## config.mk

```make
export PLATFORM = sky130hd
export DESIGN_NAME = marker_pixel_classifier
export DESIGN_NICKNAME = d
export VERILOG_FILES = /design/src/rtl/augreal_pkg.sv /design/src/rtl/color_box_match.sv /design/src/rtl/marker_pixel_classifier.sv
export SDC_FILE = /design/constraint.sdc
export NUM_CORES = 1
export LEC_CHECK = 0
export ABC_AREA = 1
export ABC_CLOCK_PERIOD_IN_PS = 1600
export CAP_MARGIN = 20
export CELL_PAD_IN_SITES_DETAIL_PLACEMENT = 0
export CELL_PAD_IN_SITES_GLOBAL_PLACEMENT = 1
export CORE_ASPECT_RATIO = 0.6
export CORE_MARGIN = 3
export CORE_UTILIZATION = 35
export DETAILED_ROUTE_END_ITERATION = 12
export PLACE_DENSITY = 0.71
export SYNTH_ARGS = -nofsm -noshare
export SYNTH_HDL_FRONTEND = slang
export SYNTH_HIERARCHICAL = 1
export SYNTH_SLANG_ARGS = --single-unit
export TNS_END_PERCENT = 5
```

## constraint.sdc

```tcl
create_clock -name clk -period 1.6 [get_ports clk]
set_clock_uncertainty 0.1 [all_clocks]
set_input_delay 0.16 -clock clk [delete_from_list [all_inputs] [get_ports clk]]
set_output_delay 0.16 -clock clk [all_outputs]
set_load 0.1 [all_outputs]
```

## src/rtl/augreal_pkg.sv

```systemverilog
// Shared geometry, colour indices, FSM encoding and the stage-1 beat payload
// used by the marker-tracking producer.
package augreal_pkg;

   localparam int unsigned H_ACTIVE = 640;
   localparam int unsigned V_ACTIVE = 480;
   localparam int unsigned COLOR_W  = 2;
   localparam int unsigned X_W      = 10;
   localparam int unsigned Y_W      = 9;
   localparam int unsigned RUN_W    = 4;

   typedef enum logic [COLOR_W-1:0] {
      RED    = 2'd0,
      GREEN  = 2'd1,
      BLUE   = 2'd2,
      YELLOW = 2'd3
   } color_e;

   typedef enum logic {
      ACTIVE = 1'b0,
      BLANK  = 1'b1
   } state_e;

   // Classified pixel as it leaves stage 1
   typedef struct packed {
      logic [X_W-1:0]     x;
      logic [Y_W-1:0]     y;
      logic               match;
      logic [COLOR_W-1:0] idx;
      logic               sof;
      logic               eol;
   } class_beat_t;

endpackage

```

## src/rtl/color_box_match.sv

```systemverilog
// Combinational YCrCb threshold-box compare for the four marker colours;
// the lowest matching colour index wins.
module color_box_match
   import augreal_pkg::*;
#(
   parameter logic [31:0] CR_LO = 32'h00_00_00_A0,
   parameter logic [31:0] CR_HI = 32'h00_00_00_FF,
   parameter logic [31:0] CB_LO = 32'h00_00_00_00,
   parameter logic [31:0] CB_HI = 32'h00_00_00_6E,
   parameter logic [7:0]  Y_MIN = 8'd32
) (
   input  logic [7:0]         y,
   input  logic [7:0]         cr,
   input  logic [7:0]         cb,
   output logic               match,
   output logic [COLOR_W-1:0] idx
);

   // a <= b via the borrow of a 9-bit subtraction
   function automatic logic le8(input logic [7:0] a, input logic [7:0] b);
      logic [8:0] d;
      d = {1'b0, b} - {1'b0, a};
      return ~d[8];
   endfunction

   // Scan high to low so the lowest matching index is the one left standing
   always_comb begin
      match = 1'b0;
      idx   = '0;
      for (int n = 3; n >= 0; n--) begin
         if (le8(Y_MIN, y) &&
             le8(CR_LO[8*n +: 8], cr) && le8(cr, CR_HI[8*n +: 8]) &&
             le8(CB_LO[8*n +: 8], cb) && le8(cb, CB_HI[8*n +: 8])) begin
            match = 1'b1;
            idx   = COLOR_W'(n);
         end
      end
   end

endmodule

```

## src/rtl/marker_pixel_classifier.sv

```systemverilog
// Raster tracking, colour classification and run filtering of the camera pixel
// stream; emits marker pixel beats and a vertical-blanking flag.
module marker_pixel_classifier #(
   parameter int unsigned H_ACTIVE = augreal_pkg::H_ACTIVE,
   parameter int unsigned V_ACTIVE = augreal_pkg::V_ACTIVE,
   parameter int unsigned RUN_MIN  = 3,
   parameter logic [31:0] CR_LO    = 32'h00_00_00_A0,
   parameter logic [31:0] CR_HI    = 32'h00_00_00_FF,
   parameter logic [31:0] CB_LO    = 32'h00_00_00_00,
   parameter logic [31:0] CB_HI    = 32'h00_00_00_6E,
   parameter logic [7:0]  Y_MIN    = 8'd32
) (
   input  logic                             clk,
   input  logic                             reset,
   input  logic                             pix_valid,
   input  logic                             pix_sof,
   input  logic                             pix_eol,
   input  logic [7:0]                       pix_y,
   input  logic [7:0]                       pix_cr,
   input  logic [7:0]                       pix_cb,
   output logic                             interesting_flag,
   output logic [augreal_pkg::X_W-1:0]      interesting_x,
   output logic [augreal_pkg::Y_W-1:0]      interesting_y,
   output logic [augreal_pkg::COLOR_W-1:0]  color,
   output logic                             frame_flag
);
   import augreal_pkg::*;

   localparam logic [X_W-1:0]   X_LAST  = X_W'(H_ACTIVE - 1);
   localparam logic [Y_W-1:0]   Y_LAST  = Y_W'(V_ACTIVE - 1);
   localparam logic [RUN_W-1:0] RUN_MAX = '1;
   localparam logic [RUN_W-1:0] RUN_THR = RUN_W'(RUN_MIN);

   state_e             state, state_nxt;
   logic               frame_flag_nxt;
   logic               accept;
   logic [X_W-1:0]     pos_x, pos_x_nxt, cur_x;
   logic [Y_W-1:0]     pos_y, pos_y_nxt, cur_y;
   logic               box_match;
   logic [COLOR_W-1:0] box_idx;
   class_beat_t        s1_q;
   logic               s1_valid;
   logic [RUN_W-1:0]   run_cnt, run_cnt_nxt, base_cnt, new_cnt;
   logic [COLOR_W-1:0] run_color, run_color_nxt;
   logic               report;

   color_box_match #(
      .CR_LO (CR_LO),
      .CR_HI (CR_HI),
      .CB_LO (CB_LO),
      .CB_HI (CB_HI),
      .Y_MIN (Y_MIN)
   ) u_match (
      .y     (pix_y),
      .cr    (pix_cr),
      .cb    (pix_cb),
      .match (box_match),
      .idx   (box_idx)
   );

   // Beat acceptance, raster position and ACTIVE/BLANK next state
   always_comb begin
      state_nxt      = state;
      accept         = 1'b0;
      cur_x          = pos_x;
      cur_y          = pos_y;
      pos_x_nxt      = pos_x;
      pos_y_nxt      = pos_y;
      frame_flag_nxt = 1'b0;
      if (pix_sof) begin
         cur_x = '0;
         cur_y = '0;
      end
      accept = pix_valid && ((state == ACTIVE) || pix_sof);
      if (accept) begin
         if (pix_eol) begin
            pos_x_nxt = '0;
            pos_y_nxt = (cur_y == Y_LAST) ? Y_LAST : cur_y + 1'b1;
         end else begin
            pos_x_nxt = (cur_x == X_LAST) ? X_LAST : cur_x + 1'b1;
            pos_y_nxt = cur_y;
         end
         state_nxt = (pix_eol && (cur_y == Y_LAST)) ? BLANK : ACTIVE;
      end
      frame_flag_nxt = (state_nxt == BLANK);
   end

   always_ff @(posedge clk or negedge reset) begin
      if (!reset) begin
         state      <= ACTIVE;
         frame_flag <= 1'b0;
         pos_x      <= '0;
         pos_y      <= '0;
         s1_valid   <= 1'b0;
         s1_q       <= '0;
      end else begin
         state      <= state_nxt;
         frame_flag <= frame_flag_nxt;
         pos_x      <= pos_x_nxt;
         pos_y      <= pos_y_nxt;
         s1_valid   <= accept;
         if (accept) begin
            s1_q <= '{x: cur_x, y: cur_y, match: box_match, idx: box_idx,
                      sof: pix_sof, eol: pix_eol};
         end
      end
   end

   // Stage-2 run filter; sof clears the run before the pixel counts
   always_comb begin
      base_cnt      = s1_q.sof ? '0 : run_cnt;
      new_cnt       = '0;
      run_color_nxt = run_color;
      if (s1_q.match) begin
         if ((s1_q.idx == run_color) && (base_cnt != '0)) begin
            new_cnt = (base_cnt == RUN_MAX) ? RUN_MAX : base_cnt + 1'b1;
         end else begin
            run_color_nxt = s1_q.idx;
            new_cnt       = RUN_W'(1);
         end
      end
      run_cnt_nxt = s1_q.eol ? '0 : new_cnt;
      report      = s1_valid && s1_q.match && (new_cnt >= RUN_THR);
   end

   always_ff @(posedge clk or negedge reset) begin
      if (!reset) begin
         run_cnt          <= '0;
         run_color        <= '0;
         interesting_flag <= 1'b0;
         interesting_x    <= '0;
         interesting_y    <= '0;
         color            <= '0;
      end else begin
         if (s1_valid) begin
            run_cnt   <= run_cnt_nxt;
            run_color <= run_color_nxt;
         end
         interesting_flag <= report;
         if (report) begin
            interesting_x <= s1_q.x;
            interesting_y <= s1_q.y;
            color         <= s1_q.idx;
         end
      end
   end

endmodule

```

# After elaboration in Yosys (flattened, before gate mapping)
# Cells that the tools add are included.
# totals
wordCells	67
regBits	73
# op_classes
reduce_logical	13
bitwise_logic	8
order_cmp	1
n_addsub	9
n_mux	16
eq_ne	4
# ops
cell	n
two-way mux 10 bit	3
two-way mux 9 bit	3
two-way mux 4 bit	5
subtractor 1 x 8 -> 9 bit, first input constant	2
adder 10 x 1 -> 10 bit, second input constant	1
== test 10 bit, second input constant	1
logical AND 1 bit	10
adder 9 x 1 -> 9 bit, second input constant	1
== test 9 bit, second input constant	1
subtractor 7 x 8 -> 9 bit, first input constant	1
subtractor 8 x 6 -> 9 bit, second input constant	1
subtractor 8 x 8 -> 9 bit, first input constant	1
subtractor 8 x 8 -> 9 bit, second input constant	1
NOT 1 bit	8
two-way mux 1 bit	5
adder 4 x 1 -> 4 bit, second input constant	1
== test 4 bit, second input constant	1
>= comparator 4 x 2 -> 1 bit, second input constant	1
nonzero test 4 bit	1
AND reduction 3 bit	1
== test 2 bit	1
logical OR 1 bit	1

# Depth between registers and ports, before layout
# Gate-level depths: netlist of the first run.
# depth
ltp_word	7
mapped_depth	15
depth_no_buf	13

# Hierarchy
# Netlist of the first run, hierarchy kept.
# by_module_without_submodules
mod	instances	seq_area_each_um2	area_per_inst_um2	cells_per_inst
marker_pixel_classifier	1	1826.8	3475.8	422
color_box_match	1	0.0	131.4	29

# Worst setup path after synthesis of the first run
# No wires, ideal clock.
# synth_timing
kind	reg-to-reg
from	register state
to	register pos_x[8]
n_path_buf	1
period_less_slack_ns	1.982
stages_incl_launch_ff	7
required_time_ns	1.374
setup_slack_ns	-0.382
t_arrival_ns	1.755
setup_time_ns	0.126
path_cell_list	dfrtp_1 > inv_1 > o21ai_2 > buf_2 > nor2_2 > nand2_1 > o21ai_0
# synth_via
elab_chain_cells	3
# synth_lines
item	line	source
from (decl)	marker_pixel_classifier.sv:34	state_e state, state_nxt;
from (signal assigned)	marker_pixel_classifier.sv:97	state <= state_nxt;
NOT 1 bit	marker_pixel_classifier.sv:74	accept = pix_valid && ((state == ACTIVE) || pix_sof);
logical OR 1 bit	marker_pixel_classifier.sv:74	
logical AND 1 bit	marker_pixel_classifier.sv:74	
to (signal assigned)	marker_pixel_classifier.sv:99	pos_x <= pos_x_nxt;
to (decl)	marker_pixel_classifier.sv:37	logic [X_W-1:0] pos_x, pos_x_nxt, cur_x;
# Every way passes these cells.
# A chain may end at the register's enable or synchronous reset.

# Worst setup path in the final report of the first run
# layout_timing
from	register pos_y[1]
to	register pos_y[8]
# layout_via
elab_chain_cells	4
word_cells_on_any_way	5
classes_between	add/sub (1); eq/ne (1); mux (3)
# layout_lines
item	line	source
from (decl)	marker_pixel_classifier.sv:38	logic [Y_W-1:0] pos_y, pos_y_nxt, cur_y;
from (signal assigned)	marker_pixel_classifier.sv:100	pos_y <= pos_y_nxt;
two-way mux 9 bit (*)	marker_pixel_classifier.sv:70	if (pix_sof) begin
net cur_y[1]	marker_pixel_classifier.sv:38	
adder 9 x 1 -> 9 bit / == test 9 bit (equally long branches)	marker_pixel_classifier.sv:78	pos_y_nxt = (cur_y == Y_LAST) ? Y_LAST : cur_y + 1'b1;
two-way mux 9 bit (*)	marker_pixel_classifier.sv:78	
two-way mux 9 bit (*)	marker_pixel_classifier.sv:76	if (pix_eol) begin
# Mark *: on every way through the listed nets, which the timed path passes. The rest lies on a longest branch.

==> implementation parameters, run 1 <==
Parameter                              Value

Synth
  Portion of the post-synthesis area used by sequential elements ... approximately half
  Largest area contributor in the synthesized netlist ... dfrtp_1
  Yosys Warn Count ... 6
  Cell count after synthesis ... 451
  Post-synthesis area per instance ... 8.00 sq um
  Register bit total from synthesis ... between 70 and 80
  Leading cell types by total area after synthesis ... dfrtp_1 (51%), nand2_1 (17%), nand3_1 (5.3%)
  Cell variety after synth ... 36
  Net count of the mapped netlist ... about 480
  Share of the synthesized area in the top cell type ... between 50% and 60%
  Area of the mapped netlist ... around 3600 sq um

Timing
  Crit path time final ... approximately 1.7 ns
  Max-slew violation total from the final report ... 0
  Minimum setup slack in the final design ... -0.0837 ns
  RSZ-0062 raised after global routing ... yes
  Relative slew slack ... between 60 and 70%
  Worst Tran Pin Value ... about 0.57 ns
  Final worst path period share ... 105%
  Number of hold violations in the final report ... 0
  Setup TNS Final ... -0.117 ns
  Final setup viols ... 2
  FMAX ... 0.594 GHz

Critical path
  Critical Path Slowest Stage Cell ... dfrtp_1
  Endpoint required time on the critical path ... about 1.7 ns
  Critical path class ... reg2reg
  Startpoint class of the critical path ... flip-flop
  Critical path capture point type ... flip-flop
  Critical R2R Launch ... pos_y[1]
  Cells on worst reg2reg path ... 12
  Category of cells accounting for the largest share of critical-path delay ... simple AND/OR/NAND/NOR gates
  Setup slack of the most critical reg-to-reg path ... -0.08 ns
  CP peak stage delay ... 0.36 ns
  Cells along the critical path ... inv_2 > nor2_4 > ha_4 > nand2_2 > nor2_4 > nand4_1 > nor2_2 > nand2_1 > nand2_1 > nand2_1 > nand2_1 > nand2_1
  Number of buffers and inverters on the critical path ... 1
  Critical R2R Capture ... pos_y[8]
  Critical path startpoint ... pos_y[1]
  Worst path most repeated cell ... nand2_1
  Arrival time worst endpoint ... roughly 1.8 ns
  Crit path max fanout ... 3

Job
  Max-cap violations ... 0

Die
  Die Wd ... ~140 um
  Placement Rows ... 28
  Core Area ... between 9000 and 10000 sq um
  Initial core utilization ... about 36%
  Full die area ... between 10000 and 15000 sq um
  Vertical die dimension ... ~85 um
  Count of pins on the block boundary ... 52

Global route
  Met3 track utilization from global routing ... between 4 and 5%
  Met2 track demand over resource in global routing ... a little under a quarter
  Total global routing track utilization ... between 15 and 20%
  Antenna violations before repair ... 0
  Vias in the first global route ... approximately 3000
  Met1 track demand over resource ... 28.4%
  Pin count of the biggest net entering global routing ... 31
  Total congestion overflow ... 0
  Global-route layer with the greatest usage ... met1
  Global-route wire length before repair ... 16.1 mm

Power
  Leak ... ~0.0026 uW
  Total power ... 4880 uW
  Power density relative to cell area ... 910 nW/um^2
  Largest vdd supply drop ... about 0.55 mV

Status
  Violated checks ... negative setup slack
  Outcome ... finished, violations left

Clock network
  Latest clock arrival within the worst-skew pair ... approximately 0.33 ns
  Number of levels in the clock H-tree ... 3
  Maximum clock insertion buffer count ... 2
  Root Buffer ... clkbuf_16
  Clock tree from TritonCTS ... yes
  Clock sink count ... 73
  Clock transition at the registers of the reported paths ... around 0.060 ns
  CTS Buf Count ... 9

Routing
  ANT nets after route ... 0
  Routed length per instance ... between 10 and 15 um
  Drt first pass iters ... 7
  Wire length after detailed routing ... 9.58 mm
  Initial drt markers ... a little under 200
  Remaining routing DRC violations ... 0
  Number of vias per cell after detailed routing ... about 4.7
  Total number of vias ... roughly 3200

Final layout
  Area delta synth->final ... 48.6%
  Number of antenna cells inserted ... 0
  Count of placed standard cells in the final layout, fillers left out ... about 700
  Post-Layout Inst Area ... approximately 5400 sq um
  Fill count ... 913
  Ratio of cells with drive above 1 in the final layout ... 27.1%
  Final Net Count ... approximately 580

Placement
  Count of input and output buffers ... 46
  Placed cell count ... between 600 and 700
  Placed instance area ... slightly below 5000 sq um
  DPL Wire Length ... about 7 mm
  Placement Setup Slack ... -0.517 ns
  GPL Wtd Cong ... around 0.86

Worst hold path
  HP Class ... in2async
worst reg2reg max path: stages, from the launching register on:
cell and delay [ns]:
dfrtp_1 0.36, inv_2 0.06, nor2_4 0.13, ha_4 0.14, nand2_2 0.06, nor2_4 0.12
nand4_1 0.16, nor2_2 0.19, nand2_1 0.06, nand2_1 0.05, nand2_1 0.05, nand2_1 0.05
nand2_1 0.04
synthesized netlist by cell type (all sizes together):
| cell type | number |
|---|---|
| or2 | 1 |
| o22ai | 2 |
| buf | 10 |
| nand2 | 170 |
| nand4 | 3 |
| nor3 | 6 |
| a21oi | 5 |
| nand3 | 39 |
| a21o | 1 |
| dfrtp | 73 |
| clkbuf | 7 |
| nand3b | 3 |
| a22oi | 2 |
| a31oi | 5 |
| conb | 1 |
| nor2 | 37 |
| xor2 | 1 |
| o21ai | 40 |
| inv | 40 |
| xnor2 | 2 |
| ha | 2 |
| o211ai | 1 |
metal layers:
layer / share of wire (%) / vias to the layer above / wire (um)
li1: - / 1645 / -
met1: 54 / 1509 / 5180
met2: 41 / 71 / 3920
met3: 4.7 / 2 / 449
met4: 0.30 / 0 / 29
met5: 0 / - / 0
registers in the layout (all words and copies together) (netlist names):
register	flops
state	1
s1_valid	1
interesting_y	9
s1_q	24
pos_y	9
interesting_flag	1
interesting_x	10
run_cnt	4
color	2
pos_x	10
run_color	2
worst max path at each step:
stage | endpoint | depth (start not counted) | slack [ns]
after floorplan | pos_y[8] | 15 | -0.03
after global placement | pos_x[8] | 13 | -0.40
after detailed placement | pos_x[8] | 13 | -0.52
after CTS | pos_y[8] | 12 | -0.05
after global routing | pos_y[8] | 12 | -0.23
final | pos_y[8] | 12 | -0.08
per-stage QoR:
stage / utilization (%) / hold WS [ns]
2_1_floorplan: - / -0.236
3_3_place_gp: 49.1 / 0.0712
3_5_place_dp: 49.1 / 0.0856
4_1_cts: 53.2 / 0.280
5_1_grt: 53.9 / 0.315
6_report: 53.9 / 0.273
timing repair:
| action | 4_1_cts | 5_1_grt |
|---|---|---|
| hold endpoints to repair | 16 | 0 |
| setup buffers | 3 | 3 |
| gates resized for setup | 19 | 12 |
| endpoints found under the setup margin | 39 | 42 |
| hold buffers | 1 | 0 |
| pin swaps | 9 | 10 |
logic make-up (layout without fill, tap and decap cells):
family | after synthesis | in the layout | synth area share (%)
AOI/OAI and AO/OA | 56 | 56 | 8.67
xor gates and xnor gates | 3 | 3 | 0.729
adders and majority gates | 2 | 2 | 0.694
buffers and inverters | 57 | 164 | 7.46
DFF | 73 | 73 | 50.6
other | 1 | 1 | 0.104
and+or+nand+nor | 259 | 259 | 31.7
where the power goes:
part           switching (uW)  internal [uW]
sequential               79.6           1950
clock                     791           1370
combinational             378            312
total                    1250           3630
layout make-up:
type	count	area (sq um)	share of cell area, %
Clock inverter	6	90.1	1.68
Tap cell	135	169	3.15
Clock buffer	10	229	4.27
Sequential cell	73	1830	34.1
Timing Repair Buffer	108	1240	23.2
Multi-Input combinational cell	321	1640	30.6
Inverter	40	158	2.94
placed cells by master, fill, tap and decap left out, drive strengths merged:
| cell type | Yosys | routed |
|---|---|---|
| buf | 10 | 85 |
| clkbuf | 7 | 10 |
| bufinv | 0 | 2 |
| a21oi | 5 | 5 |
| a21o | 1 | 1 |
| dfrtp | 73 | 73 |
| nand3b | 3 | 3 |
| xnor2 | 2 | 2 |
| ha | 2 | 2 |
| clkdlybuf4s50 | 0 | 21 |
| xor2 | 1 | 1 |
| clkinv | 0 | 1 |
| dlygate4sd2 | 0 | 1 |
| dlygate4sd3 | 0 | 1 |
| a31oi | 5 | 5 |
| conb | 1 | 1 |
| nor3 | 6 | 6 |
| or2 | 1 | 1 |
| a22oi | 2 | 2 |
| o22ai | 2 | 2 |
| inv | 40 | 42 |
| o211ai | 1 | 1 |
| nand4 | 3 | 3 |
| nor2 | 37 | 37 |
| nand3 | 39 | 39 |
| o21ai | 40 | 40 |
| nand2 | 170 | 170 |
| clkinvlp | 0 | 1 |
Note: power is estimated with default switching activity, not from simulation.
==> run 2: changes to the inputs <==
Settings changed: GPL_TIMING_DRIVEN from default to 1, SYNTH_HIERARCHICAL 1 to default.
==> run 2 against run 1 <==
The run still ends with negative setup slack left. Via count down 5.7%. Flip-flop and latch count down 3. Critical path depth down 1. Maximum frequency down 1.4%. Utilization up 0.57 points. Synthesized area down 4.8%. Synthesized cell count down 4.7%. Die area down 4.5%. Count of clock-buffer cells in the layout down 1. Critical path type unchanged. Largest cell class unchanged. Highest routed layer unchanged.
==> implementation parameters, run 2 <==
Parameter                              Value

Status
  Outcome ... finished, violations left (unchanged)
  Violated checks ... negative setup slack (unchanged)

Final layout
  Count of placed standard cells in the final layout, fillers left out ... 663 (was 693)
  Area delta synth->final ... 48.3% (was 48.6%)
  Number of flip-flops in the largest register ... 23 (was 24)
  Ratio of cells with drive above 1 in the final layout ... 25.9% (was 27.1%)
  Top library cells by usage in the layout, fill and taps aside ... nand2_1 (144), dfrtp_1 (68), buf_4 (52) (was nand2_1 (154), dfrtp_1 (72), buf_4 (53))
  Most common library cell in the layout ignoring fill and taps ... nand2_1 (unchanged)
  Final Net Count ... 559 (was 584)
  Register bank with the most flops ... s1_q (unchanged)
  Top Registers ... s1_q: 23 flops, interesting_x: 10 flops, pos_x: 10 flops (was s1_q: 24 flops, interesting_x: 10 flops, pos_x: 10 flops)
  Number of antenna cells inserted ... 0 (unchanged)

Placement
  DPL Wire Length ... 6.48 mm (was 7.12 mm)
  Placement Setup Slack ... -0.500 ns (was -0.517 ns)
  GPL Wtd Cong ... 0.843 (was 0.860)
  Placed cell count ... 642 (was 670)
  Count of input and output buffers ... 45 (was 46)

Synth
  Commonest cells in the netlist ... nand2_1 (148), dfrtp_1 (70), nand3_1 (38), inv_1 (35), nor2_1 (35) (was nand2_1 (163), dfrtp_1 (73), nand3_1 (38), inv_1 (36), o21ai_0 (32))
  Cell variety after synth ... 33 (was 36)
  Net count of the mapped netlist ... 461 (was 482)
  Leading cell types by total area after synthesis ... dfrtp_1 (51%), nand2_1 (16%), nand3_1 (5.5%) (was dfrtp_1 (51%), nand2_1 (17%), nand3_1 (5.3%))
  Dominant register cell in the synthesized netlist ... dfrtp_1 (unchanged)
  Share of synthesized cell area in and, or, nand and nor gates ... 31.4% (was 31.7%)
  Post-Synth XOR/XNOR Area ... 2.04% (was 0.728%)
  Library cell with the highest instance count after synthesis ... nand2_1 (unchanged)
  Multiplexer fraction of the synthesized cell area ... 0.291% (was 0%)
  Portion of the post-synthesis area used by sequential elements ... 51.0% (was 50.6%)
  Largest area contributor in the synthesized netlist ... dfrtp_1 (unchanged)
  Share of the synthesized area in the top cell type ... 51.0% (was 50.6%)
  Post-synthesis area per instance ... 7.99 sq um (was 8.00 sq um)
  Cell count after synthesis ... 430 (was 451)
  Combinational family with the most area after synthesis ... simple AND/OR/NAND/NOR gates (unchanged)
  Fraction of the mapped netlist area in compound gates ... 7.06% (was 8.67%)
  Area of the mapped netlist ... 3440 sq um (was 3610 sq um)
  Share of flip-flops with an asynchronous set or reset after synthesis ... 100% (unchanged)
  Adder-cell share of the synthesized area ... 0.728% (was 0.694%)
  Yosys Warn Count ... 0 (was 6)
  Register bit total from synthesis ... 70 (was 73)
  Post-synth EDFFs ... 0 (unchanged)

Timing
  FMAX ... 0.586 GHz (was 0.594 GHz)
  Crit path time final ... 1.71 ns (was 1.68 ns)
  Minimum setup slack in the final design ... -0.108 ns (was -0.0837 ns)
  Max-slew violation total from the final report ... 0 (unchanged)
  RSZ-0062 raised after global routing ... yes (unchanged)
  Number of hold violations in the final report ... 0 (unchanged)
  Final worst path period share ... 107% (was 105%)
  Final setup viols ... 21 (was 2)

Clock network
  Latest clock arrival within the worst-skew pair ... 0.33 ns (about the same)
  CTS Buf Count ... 9 (unchanged)
  Clock sink count ... 70 (was 73)
  Root Buffer ... clkbuf_16 (unchanged)
  Number of levels in the clock H-tree ... 3 (unchanged)
  Maximum clock insertion buffer count ... 2 (unchanged)
  Clock tree from TritonCTS ... yes (unchanged)
  Clock transition at the registers of the reported paths ... 0.06 ns (about the same)

Global route
  Total congestion overflow ... 0 (unchanged)
  Antenna violations before repair ... 0 (unchanged)
  Global-route layer with the greatest usage ... met1 (unchanged)
  Total global routing track utilization ... 17.6% (was 17.7%)
  Global-route wire length before repair ... 15.0 mm (was 16.1 mm)
  Met1 track demand over resource ... 27.6% (was 28.4%)
  Met3 track utilization from global routing ... 4.42% (was 4.07%)
  Pin count of the biggest net entering global routing ... 49 (was 31)
  Met2 track demand over resource in global routing ... 23.4% (was 23.7%)
  Vias in the first global route ... 2904 (was 3049)

Routing
  Drt first pass iters ... 4 (was 7)
  Remaining routing DRC violations ... 0 (unchanged)
  Total number of vias ... 3042 (was 3227)
  Routed length per instance ... 13.6 um (was 13.8 um)
  Number of vias per cell after detailed routing ... 4.59 (was 4.66)
  Wire length after detailed routing ... 8.99 mm (was 9.58 mm)
  ANT nets after route ... 0 (unchanged)
  Initial drt markers ... 230 (was 197)

Die
  Count of pins on the block boundary ... 52 (unchanged)
  Die Wd ... 134 um (was 137 um)
  Placement Rows ... 27 (was 28)
  Vertical die dimension ... 82.7 um (was 84.6 um)
  Initial core utilization ... 36.7% (was 36.3%)
  Full die area ... 11100 sq um (was 11600 sq um)
  Core Area ... 9360 sq um (was 9950 sq um)

Critical path
  Crit path max fanout ... 9 (was 3)
  Critical path capture point type ... flip-flop (unchanged)
  Critical path class ... reg2reg (unchanged)
  Critical R2R Launch ... s1_q[1] (was pos_y[1])
  Arrival time worst endpoint ... 1.83 ns (was 1.81 ns)
  Endpoint required time on the critical path ... 1.72 ns (about the same)
  Startpoint class of the critical path ... flip-flop (unchanged)
  Critical path startpoint ... s1_q[1] (was pos_y[1])

Power
  Leak ... 0.00247 uW (was 0.00261 uW)
  Largest vdd supply drop ... 0.600 mV (was 0.553 mV)
  Power density relative to cell area ... 825 nW/um^2 (was 910 nW/um^2)

Worst hold path
  HP Class ... in2async (unchanged)

Job
  Max-cap violations ... 0 (unchanged)
run 2: routing by layer:
layer	vias to the layer above	wire, um
met2	57	3500
met5	-	0
met3	2	350
met4	0	29
met1	1402	5100
li1	1581	-
run 2: final timing paths:
path                            cells after the start               end  slack [ns]
worst max register to register                     11  interesting_y[3]       -0.11
worst min-delay path                                2        run_cnt[1]        0.12
worst max-delay path                               11  interesting_y[3]       -0.11
max in group asynchronous                           3             state        0.73
min in group clk                                    4           s1_q[1]        0.38
worst min register to register                      2          s1_q[18]        0.38
run 2: critical path, cell delays in order, from the launching register on:
cell	delay, ns
dfrtp_2	0.45
inv_4	0.10
o21ai_1	0.07
nand2_1	0.11
nand3_2	0.09
nor2_1	0.13
nand2_1	0.07
nand2_2	0.12
nand2_4	0.09
clkbuf_16	0.17
nand2_1	0.06
nand2_1	0.05
run 2: cell type report:
class / instances / area [sq um]
multi-input combinational: 305 / 1540
clock buffer: 9 / 225
timing repair inverter: 1 / 7.51
timing repair buffer: 104 / 1180
tap: 130 / 163
inverter: 37 / 146
sequential: 70 / 1760
clock inverter: 7 / 73.8
fill: 880 / 4260
run 2: timing repair:
item | in CTS | in global routing
hold endpoints to repair | 70 | 0
setup endpoints to repair | 41 | 39
buffers inserted | 2 | 0
cloned | 0 | 2
pin swaps | 2 | 15
hold buffers | 1 | 0
gates resized for setup | 5 | 30
run 2: cell families (layout without fill, tap and decap cells):
| group | Yosys count | in the layout |
|---|---|---|
| AND/OR/NAND/NOR | 250 | 250 |
| flip-flops | 70 | 70 |
| buffers and inverters | 55 | 158 |
| AO/OA/AOI/OAI | 43 | 43 |
| XOR/XNOR | 8 | 8 |
| adder cells (fa/ha/maj) | 2 | 2 |
| other | 1 | 1 |
| multiplexers | 1 | 1 |
run 2: where the power goes:
| part | internal [uW] | total [uW] | leakage, uW | switching, uW |
|---|---|---|---|---|
| Sequential | 1810 | 1840 | 0.000957 | 32.1 |
| Combinational | 169 | 380 | 0.00137 | 212 |
| Clock | 1210 | 1980 | 0.000146 | 775 |
run 2: stage by stage:
step | cell area [sq um] | utilization, % | hold WS [ns] | total power [uW] | setup TNS, ns
finish | 5100 | 54.5 | 0.119 | 4210 | -1.86
floorplan | 3460 | - | -0.236 | 2010 | -0.0287
CTS | 4980 | 53.2 | 0.116 | 4230 | -0.912
global placement | 4640 | 49.6 | -0.0677 | 2210 | -9.57
detailed placement | 4640 | 49.6 | -0.0678 | 2220 | -11.29
global route | 5100 | 54.5 | 0.144 | 4390 | -4.91
